$ cat config.mk
export PLATFORM = sky130hd
export DESIGN_NAME = down_counter
export DESIGN_NICKNAME = d
export VERILOG_FILES = /design/src/rtl/down_counter.sv
export SDC_FILE = /design/constraint.sdc
export NUM_CORES = 1
export LEC_CHECK = 0
export CORE_AREA = 2 2 39 41
export CTS_BUF_LIST = sky130_fd_sc_hd__clkbuf_8
export DETAILED_ROUTE_END_ITERATION = 8
export DIE_AREA = 0 0 41 43
export GPL_TIMING_DRIVEN = 1
export PLACE_DENSITY_LB_ADDON = 0.15
export SLEW_MARGIN = 20
export SYNTH_ARGS = -nofsm -noshare
export SYNTH_HDL_FRONTEND = slang
export SYNTH_SLANG_ARGS = --single-unit
$ cat constraint.sdc
create_clock -name Clk -period 3.8 [get_ports Clk]
set_clock_uncertainty 0.1 [all_clocks]
set_input_delay 0.38 -clock Clk [delete_from_list [all_inputs] [get_ports Clk]]
set_output_delay 0.38 -clock Clk [all_outputs]
set_load 0.02 [all_outputs]
$ cat src/rtl/down_counter.sv
// -----------------------------------------------------------------------------
// down_counter
//
// Loadable WIDTH-bit down counter with a one-shot countdown FSM.
// The decrement is a ripple chain of half-subtractor stages, the subtract
// counterpart of the half-adder up counter. The counter free-runs and wraps
// on En. A Load arms a countdown: Busy stays high while it runs, and a
// single-cycle Done pulse marks the enabled edge that takes Count from 1 to 0.
//
// Ports
//   Clk      in   clock, rising-edge active
//   Rst      in   asynchronous active-low reset; release is synchronous to Clk
//   En       in   count enable, decrement by one per enabled edge
//   Load     in   synchronous load strobe, has priority over En
//   LoadVal  in   WIDTH-bit value captured on Load
//   Count    out  registered counter value
//   Borrow   out  combinational borrow-out of the top subtractor stage
//   Busy     out  registered, high while the FSM is in RUN
//   Done     out  registered, one-cycle pulse on entry to EXPIRED
// -----------------------------------------------------------------------------
module down_counter #(
    parameter int WIDTH = 3
) (
    input  logic             Clk,
    input  logic             Rst,
    input  logic             En,
    input  logic             Load,
    input  logic [WIDTH-1:0] LoadVal,
    output logic [WIDTH-1:0] Count,
    output logic             Borrow,
    output logic             Busy,
    output logic             Done
);

    typedef enum logic [1:0] {
        ST_IDLE    = 2'b00,
        ST_RUN     = 2'b01,
        ST_EXPIRED = 2'b10
    } state_t;

    localparam logic [WIDTH-1:0] COUNT_ZERO = {WIDTH{1'b0}};
    localparam logic [WIDTH-1:0] COUNT_ONE  = {{(WIDTH-1){1'b0}}, 1'b1};

    logic [WIDTH-1:0] count_r;
    state_t           state_r;
    logic             busy_r;
    logic             done_r;

    logic [WIDTH:0]   b_s;   // borrow chain, b_s[0] is the chain input
    logic [WIDTH-1:0] d_s;   // decremented value

    // Ripple half-subtractor chain; Load suppresses the chain input so a
    // loading cycle never reports a borrow.
    always_comb begin
        b_s    = {(WIDTH+1){1'b0}};
        d_s    = COUNT_ZERO;
        b_s[0] = En & ~Load;
        for (int i = 0; i < WIDTH; i++) begin
            d_s[i]   = count_r[i] ^ b_s[i];
            b_s[i+1] = ~count_r[i] & b_s[i];
        end
    end

    // Counter register and countdown FSM with registered Busy/Done.
    always_ff @(posedge Clk or negedge Rst) begin
        if (!Rst) begin
            count_r <= COUNT_ZERO;
            state_r <= ST_IDLE;
            busy_r  <= 1'b0;
            done_r  <= 1'b0;
        end else begin
            if (Load) begin
                count_r <= LoadVal;
                if (LoadVal != COUNT_ZERO) begin
                    state_r <= ST_RUN;
                    busy_r  <= 1'b1;
                    done_r  <= 1'b0;
                end else begin
                    // A zero load expires immediately.
                    state_r <= ST_EXPIRED;
                    busy_r  <= 1'b0;
                    done_r  <= 1'b1;
                end
            end else begin
                if (En) begin
                    count_r <= d_s;
                end else begin
                    count_r <= count_r;
                end
                case (state_r)
                    ST_IDLE: begin
                        state_r <= ST_IDLE;
                        busy_r  <= 1'b0;
                        done_r  <= 1'b0;
                    end
                    ST_RUN: begin
                        // Terminal edge: this decrement takes Count to zero.
                        if (En && (count_r == COUNT_ONE)) begin
                            state_r <= ST_EXPIRED;
                            busy_r  <= 1'b0;
                            done_r  <= 1'b1;
                        end else begin
                            state_r <= ST_RUN;
                            busy_r  <= 1'b1;
                            done_r  <= 1'b0;
                        end
                    end
                    ST_EXPIRED: begin
                        state_r <= ST_EXPIRED;
                        busy_r  <= 1'b0;
                        done_r  <= 1'b0;
                    end
                    default: begin
                        // Unused encoding recovers to IDLE.
                        state_r <= ST_IDLE;
                        busy_r  <= 1'b0;
                        done_r  <= 1'b0;
                    end
                endcase
            end
        end
    end

    assign Count  = count_r;
    assign Borrow = b_s[WIDTH];
    assign Busy   = busy_r;
    assign Done   = done_r;

endmodule

# Word-level counts from Yosys, hierarchy flattened
# Index checks and enable logic that the tools add are counted.
op_classes:
  addsub: 0
  n_mul: 0
  muxes: 14
  n_bitwise: 11
  n_reduce_logical: 3
  n_lt_le_gt_ge: 0
  n_div: 0
  n_eq_ne: 3
  shifts: 0
ops:
  columns: ["operator", "n"]
  rows:
  - ["two-way mux 1 bit", 8]
  - ["two-way mux 2 bit", 3]
  - ["two-way mux 3 bit", 2]
  - ["bitwise AND 1 bit", 4]
  - ["inverter 1 bit", 4]
  - ["case mux 2 bit (2 select lines)", 1]
  - ["== test 3 x 1 -> 1 bit (second input constant)", 1]
  - ["nonzero test 3 bit", 1]
  - ["bitwise XOR 1 bit", 3]
  - ["== test 2 x 1 -> 1 bit (second input constant)", 1]
  - ["== test 2 bit (second input constant)", 1]
  - ["nonzero test 2 bit", 1]
  - ["logical AND 1 bit", 1]
word_totals:
  out_inout_bits: 6
  rom_bits: 0
  ram_bits: 0
  reg_bits: 7
  in_bits: 7
  wordCells: 35
  latch_bits: 0
  memories: 0

# Logic depth before layout (Yosys ltp)
# Gate-level depths: netlist (run 1).
logic_depth:
  word_depth: 7
  mapped_depth: 7
  mapped_depth_nobuf: 6

# Least setup slack after synthesis (run 1)
# No wires, ideal clock.
synth_timing:
  kind: "reg2reg"
  start: "reg count_r[0] (netlist: Count[0])"
  end: "reg count_r[2] (netlist: Count[2])"
  t_required_ns: 3.576
  setup_ns: 0.124
  slack_ns: 2.132
  path_stages_with_launch: 7
  arrival_time_ns: 1.444
  n_path_buf: 0
  period_less_slack_ns: 1.668
  path_cell_list: "dfrtp_1 -> inv_1 -> ha_1 -> ha_1 -> ha_1 -> nor2b_1 -> o31a_1"
synth_between:
  elab_chain_len: 6
synth_lines:
  columns: ["element", "line_no", "text"]
  rows:
  - ["start: declaration", "44", "logic [WIDTH-1:0] count_r;"]
  - ["start signal: assignment", "73", "count_r <= LoadVal;"]
  - ["start signal: assignment", "86", "count_r <= d_s;"]
  - ["start signal: assignment", "88", "count_r <= count_r;"]
  - ["inverter 1 bit", "60", "b_s[i+1] = ~count_r[i] & b_s[i];"]
  - ["bitwise AND 1 bit (2 in series)", "60", null]
  - ["bitwise XOR 1 bit", "59", "d_s[i] = count_r[i] ^ b_s[i];"]
  - ["two-way mux 3 bit", "85", "if (En) begin"]
  - ["two-way mux 3 bit", "72", "if (Load) begin"]
# No other way between the ends. The select of a mux whose other input is x is not followed.
# A chain may end at the register's enable or synchronous reset.

# Worst setup path after layout (run 1)
layout_timing:
  start: "in Load"
  end: "out Borrow"
layout_between:
  elab_chain_len: 5
layout_lines:
  columns: ["element", "line_no", "text"]
  rows:
  - ["start: declaration", "27", "input logic Load,"]
  - ["inverter 1 bit", "57", "b_s[0] = En & ~Load;"]
  - ["bitwise AND 1 bit", "57", null]
  - ["bitwise AND 1 bit (3 in series)", "60", null]
  - ["end: declaration", "30", "output logic Borrow,"]
# No other way between the ends.

==> impl_results.md, run 1 <==
* Status: completed
* Sequential power share at 0.365
* CP required at 3.32 ns
* FF-to-FF setup slack at 2.20 ns
* Grt total ovfl at 0
* Leakage power at 0.282 nW
* Hold Fails Final Rpt at 0
* Reg area at 175 µm²
* Final #Nets at 70
* Ys async rst share at 1.00
* Final wirelength at 776 µm
* Ant diodes at 0
* Reg-to-reg endpoint: Count[2]$_DFFE_PN0P_
* Full die area at 1760 µm²
* CP Capture Type: output pin
* Clock buffer depth at 2
* Setup TNS Final at 0 ns
* Rows at 14
* Clock latency on the worst-skew pair at 0.22 ns
* # hold bufs at CTS at 0
* DRT iter0 DRCs at 4
* Area of the multi-input gates at 245 µm²
* Worst Setup SP: Load
* Switching Share at 0.248
* Starting Density at 0.323
* CTS clk-pin slew, worst paths at 0.04 ns
* Setup crit end: Borrow
* Met2 usage at 0.169
* Finished Layout Cells at 73
* MaxCap Viol Count at 0
* Worst path arrival time at 2.22 ns
* Share of cells above drive strength 1 at 0.140
* Final Max Slew Viols at 0
* Dpl hpwl at 620 µm
* Setup slack at placement at 1.08 ns
* Clock power frac at 0.419
* Post-Place Cells at 69
* Chip Width at 41 µm
* DR WL/cell at 10.6 µm
* Chip Height at 43 µm
* Post-DRT Antenna Nets at 0
* Sequential area share after synthesis at 0.392
* Total CTS buffers at 3
* Grt met1 use at 0.147
* RSZ-0062 raised after global routing: false
* Syn. warnings at 0
* Reg2Reg Launch Point: Count[0]$_DFFE_PN0P_
* CP startpoint kind: input port
* Crit path max fanout at 12
* PwrDens at 380 nW/µm²
* Final Wtd Congestion at 0.692
* Worst slew pin tran at 0.364 ns
* Synth area leaders: dfrtp_1 39%, ha_1 14%, nor2b_1 7.0%
* IO Pins at 13
* F_max at 370 MHz
* Core area at 1380 µm²
* Top Usage Layer GRT: met2
* Period utilization at 0.711
* CTS tree: built
* Area leader, netlist: dfrtp_1
* Crit path kind: input port to output pin
* Cell with the most instances after synthesis: dfrtp_1
* Pre-Repair DR Iteration Count at 3
* DR vias at 351
* Clk Tree Root Cell: clkbuf_8
* Initial antenna violation count at 0
* Post-CTS sizing at 0
* Vias in the first global route at 332
* IO buf count at 12
* Hold Crit Class: input port to asynchronous set/reset pin
* Max rail drop VDD at 0.281 mV
* Final setup vio count at 0
* Filler cells at 154
* Worst setup margin at 1.10 ns
* P_int at 0.178 mW
* Number of synthesized flops with an enable pin at 0
* Post-synth cell types at 19
* Via density at 4.81
* CTS sink cnt at 7
* P_sw at 0.0590 mW
* Primary FF master, synth: dfrtp_1
* FF+latch count, synth at 7
* R2R cell count at 6
* Syn avg cell area at 10.6 µm²
* Synthesized area at 447 µm²
* Synth top cells by count: 7 x dfrtp_1, 5 x ha_1, 5 x inv_1, 5 x nor2b_1, 3 x nand2b_1
* Share of Yosys cell area claimed by the top area cell type at 0.392
* Gr usage total at 0.124
* Worst slew margin at 0.757
* Mapped Nets at 54
* First-pass GRT wire length at 1.40 mm
* Min Tclk post-route at 2.70 ns
* Drt drc at 0
* H-tree depth at 1
* Met3 GRT Util at 0.0942
* Largest net degree at the start of global routing at 13
* Part of the power in combinational logic at 0.216
* Setup bufs post-CTS at 0
* P&R area growth vs syn at 39.8%
* Synth Instances at 42
[registers in the layout, indices dropped and copies added (netlist names)]
| name | flops |
|---|---|
| state_r | 2 |
| Busy | 1 |
| Count | 3 |
| Done | 1 |
[worst min path at each step]
stage                                     from  slack, ns                    to  cells past startpoint
final                                      Rst       0.31  Count[2]$_DFFE_PN0P_                      1
after global routing                       Rst       0.34  Count[2]$_DFFE_PN0P_                      1
after CTS                                  Rst       0.32        Busy$_DFF_PN0_                      1
after detailed placement  Count[1]$_DFFE_PN0P_       0.54  Count[1]$_DFFE_PN0P_                      2
after global placement    Count[1]$_DFFE_PN0P_       0.55  Count[1]$_DFFE_PN0P_                      2
after floorplan                            Rst      -0.02        Busy$_DFF_PN0_                      0
[metrics by stage]
step	power (mW)	instance area (µm²)	util	hold slack, ns
finish	0.237	624	0.451	0.312
floorplan	0.116	447	-	-0.0156
CTS	0.242	624	0.451	0.323
detailed placement	0.140	579	0.419	0.544
global route	0.256	624	0.451	0.340
global placement	0.140	579	0.419	0.547
[layout make-up]
cell class                      instances  area share
Clock buffer                            3      0.0661
Multi-Input combinational cell         29       0.393
Timing Repair Buffer                   12       0.192
Sequential cell                         7       0.281
Inverter                                5      0.0301
Clock inverter                          1     0.00601
Tap cell                               16      0.0321
[layout by cell type, fill, tap and decap left out]
cell type,netlist,routed
and2_1,1,1
nor2b_1,5,5
or3b_2,1,1
o21ai_1,2,2
nand4bb_1,1,1
nand2_1,1,1
ha_1,5,5
o31ai_1,2,2
o31a_1,2,2
nand2b_1,3,3
or4b_4,1,1
clkbuf_8,0,3
o211ai_2,1,1
and4bb_2,1,1
o21ai_2,1,1
clkdlybuf4s50_1,0,12
inv_1,5,6
nor2_1,1,1
or3b_1,1,1
dfrtp_1,7,7
[logic make-up (layout without fill, tap and decap cells)]
kind of cell,after synthesis,after routing,synth area share
simple gates,16,16,0.266
compound gates,8,8,0.143
flops,7,7,0.392
buf+inv,6,21,0.0588
fa+ha+maj,5,5,0.140
[routing by layer]
layer	up-vias	part of all wire	wire length, µm
met5	-	0	0
met4	0	0	0
met3	0	0.077	60
met2	10	0.48	375
met1	166	0.44	340
li1	175	-	-
[critical path, cell delays in order]
cell and delay (ns):
clkdlybuf4s50_1 0.69, nor2b_1 0.09, ha_1 0.19, ha_1 0.18, ha_1 0.17, clkdlybuf4s50_1 0.53
[power groups by stage]
stage | Sequential [mW] | Combinational (mW) | Clock [mW]
global placement | 0.0878 | 0.0521 | 0
detailed placement | 0.0877 | 0.0518 | 0
finish | 0.0867 | 0.0513 | 0.0994
CTS | 0.0867 | 0.0522 | 0.103
floorplan | 0.0929 | 0.0230 | 0
global route | 0.0880 | 0.0579 | 0.110
Power figures use the tool's default switching activity.
==> inputs of run 2 (changes only) <==
==> constraint.sdc (replaced) <==
create_clock -name Clk -period 2.6 [get_ports Clk]
set_clock_uncertainty 0.1 [all_clocks]
set_input_delay 0.26 -clock Clk [delete_from_list [all_inputs] [get_ports Clk]]
set_output_delay 0.26 -clock Clk [all_outputs]
set_load 0.02 [all_outputs]
==> impl_results.md, run 2 (synthesis results as in run 1) <==
* DR WL/cell at 11.6 µm
* Crit path max fanout at 2
* P_int at 0.263 mW
* Share of cells above drive strength 1 at 0.169
* Worst slew margin at 0.764
* Post-CTS sizing at 0
* Setup TNS Final at 0 ns
* Core area at 1380 µm²
* # hold bufs at CTS at 0
* CP required at 2.24 ns
* PwrDens at 549 nW/µm²
* Finished Layout Cells at 75
* Chip Height at 43 µm
* Min Tclk post-route at 2.24 ns
* Drt drc at 0
* Worst setup margin at 0.364 ns
* F_max at 447 MHz
* Worst slew pin tran at 0.353 ns
* H-tree depth at 1
* Dpl hpwl at 656 µm
* Final #Nets at 72
* CTS tree: built
* Chip Width at 41 µm
* Setup bufs post-CTS at 0
* Final wirelength at 867 µm
* Hold Crit Class: input port to asynchronous set/reset pin
* Clock latency on the worst-skew pair at 0.22 ns
* Commonest non-fill, non-tap cell in the layout: clkdlybuf4s50_1
* Setup slack at placement at 0.359 ns
* Largest net degree at the start of global routing at 12
* P_sw at 0.0881 mW
* Leakage power at 0.291 nW
* Met3 GRT Util at 0.0628
* Post-Place Cells at 71
* Clock power frac at 0.415
* Part of the power in combinational logic at 0.225
* CTS sink cnt at 7
* CTS clk-pin slew, worst paths at 0.04 ns
* Rows at 14
* Final Wtd Congestion at 0.733
* Area of the multi-input gates at 245 µm²
* First-pass GRT wire length at 1.44 mm
* Clk Tree Root Cell: clkbuf_8
* Status: completed
* Initial antenna violation count at 0
* Grt total ovfl at 0
* CP startpoint kind: input port
* Grt met1 use at 0.157
* Met2 usage at 0.188
* CP Capture Type: output pin
* Ant diodes at 0
* Top Usage Layer GRT: met2
* Hold Fails Final Rpt at 0
* Final setup vio count at 0
* Pre-Repair DR Iteration Count at 2
* Worst path arrival time at 1.88 ns
* Post-DRT Antenna Nets at 0
* P&R area growth vs syn at 43.1%
* Most frequent cells in the layout: 12 x clkdlybuf4s50_1, 7 x dfrtp_1, 6 x inv_1, 5 x nor2b_1, 5 x ha_1
* Starting Density at 0.323
* Max rail drop VDD at 0.584 mV
* Sequential power share at 0.360
* Vias in the first global route at 344
* Total CTS buffers at 3
* DR vias at 339
* Reg area at 175 µm²
* Filler cells at 144
* Period utilization at 0.860
* Clock buffer depth at 2
* Max FFs per register at 3
* Full die area at 1760 µm²
* Final Max Slew Viols at 0
* IO Pins at 13
* Crit path kind: input port to output pin
* Gr usage total at 0.124
* RSZ-0062 raised after global routing: false
* IO buf count at 12
* Via density at 4.52
* Switching Share at 0.251
* Hold_ws at 0.212 ns
* MaxCap Viol Count at 0
* DRT iter0 DRCs at 4
-- run 2: cell count changes in the layout (fill, tap and decap cells not counted), sizes merged --
| cell | change |
|---|---|
| buf | +2 |
-- run 2: path summary, 6_finish.rpt --
check                                       end  cells after the start  slack (ns)            startpoint
max reg2reg                Count[2]$_DFFE_PN0P_                      6        0.98  Count[0]$_DFFE_PN0P_
min in group Clk           Count[1]$_DFFE_PN0P_                      2        0.55  Count[1]$_DFFE_PN0P_
max in group asynchronous  Count[0]$_DFFE_PN0P_                      1        1.93                   Rst
min                              Busy$_DFF_PN0_                      1        0.21                   Rst
max                                      Borrow                      6        0.36                    En
min reg2reg                Count[1]$_DFFE_PN0P_                      2        0.55  Count[1]$_DFFE_PN0P_
-- run 2: critical path, cell delays in order --
cell and delay, ns:
clkdlybuf4s50_1 0.47, nor2b_1 0.14, ha_1 0.15, ha_1 0.14
ha_1 0.13, clkdlybuf4s50_1 0.59
-- run 2: cell type report --
| class | count | area share |
|---|---|---|
| clock buffers | 3 | 0.0646 |
| clock inverters | 1 | 0.00587 |
| inverters | 5 | 0.0294 |
| multi-input cells | 29 | 0.384 |
| flip-flops and latches | 7 | 0.274 |
| well taps | 16 | 0.0313 |
| repair buffers | 14 | 0.211 |
-- run 2: per-stage QoR --
stage	area [µm²]	utilization	total power, mW
after global routing	639	0.462	0.373
after floorplan	447	-	0.169
after CTS	639	0.462	0.357
final	639	0.462	0.351
after detailed placement	594	0.429	0.207
after global placement	594	0.429	0.207
-- run 2: metal layers --
layer	routed length [µm]	part of all wire
met1	419	0.48
met2	415	0.48
met3	31	0.036
met4	0	0
met5	0	0
-- run 2: power groups by stage --
stage | sequential, mW | clock [mW] | combinational (mW)
global route | 0.128 | 0.158 | 0.0871
global placement | 0.128 | 0 | 0.0794
floorplan | 0.136 | 0 | 0.0336
detailed placement | 0.128 | 0 | 0.0788
finish | 0.126 | 0.146 | 0.0788
CTS | 0.126 | 0.151 | 0.0800
==> inputs of run 3 (changes only) <==
--- a/config.mk
+++ b/config.mk
@@ -5,13 +5,15 @@
 export SDC_FILE = /design/constraint.sdc
 export NUM_CORES = 1
 export LEC_CHECK = 0
+export ABC_CLOCK_PERIOD_IN_PS = 2600
 export CORE_AREA = 2 2 39 41
 export CTS_BUF_LIST = sky130_fd_sc_hd__clkbuf_8
 export DETAILED_ROUTE_END_ITERATION = 8
 export DIE_AREA = 0 0 41 43
 export GPL_TIMING_DRIVEN = 1
 export PLACE_DENSITY_LB_ADDON = 0.15
-export SLEW_MARGIN = 20
+export SLEW_MARGIN = 10
 export SYNTH_ARGS = -nofsm -noshare
 export SYNTH_HDL_FRONTEND = slang
 export SYNTH_SLANG_ARGS = --single-unit
+export TNS_END_PERCENT = 20
==> results of run 3 <==
Final layout, timing and power as in run 2 (identical DEF).
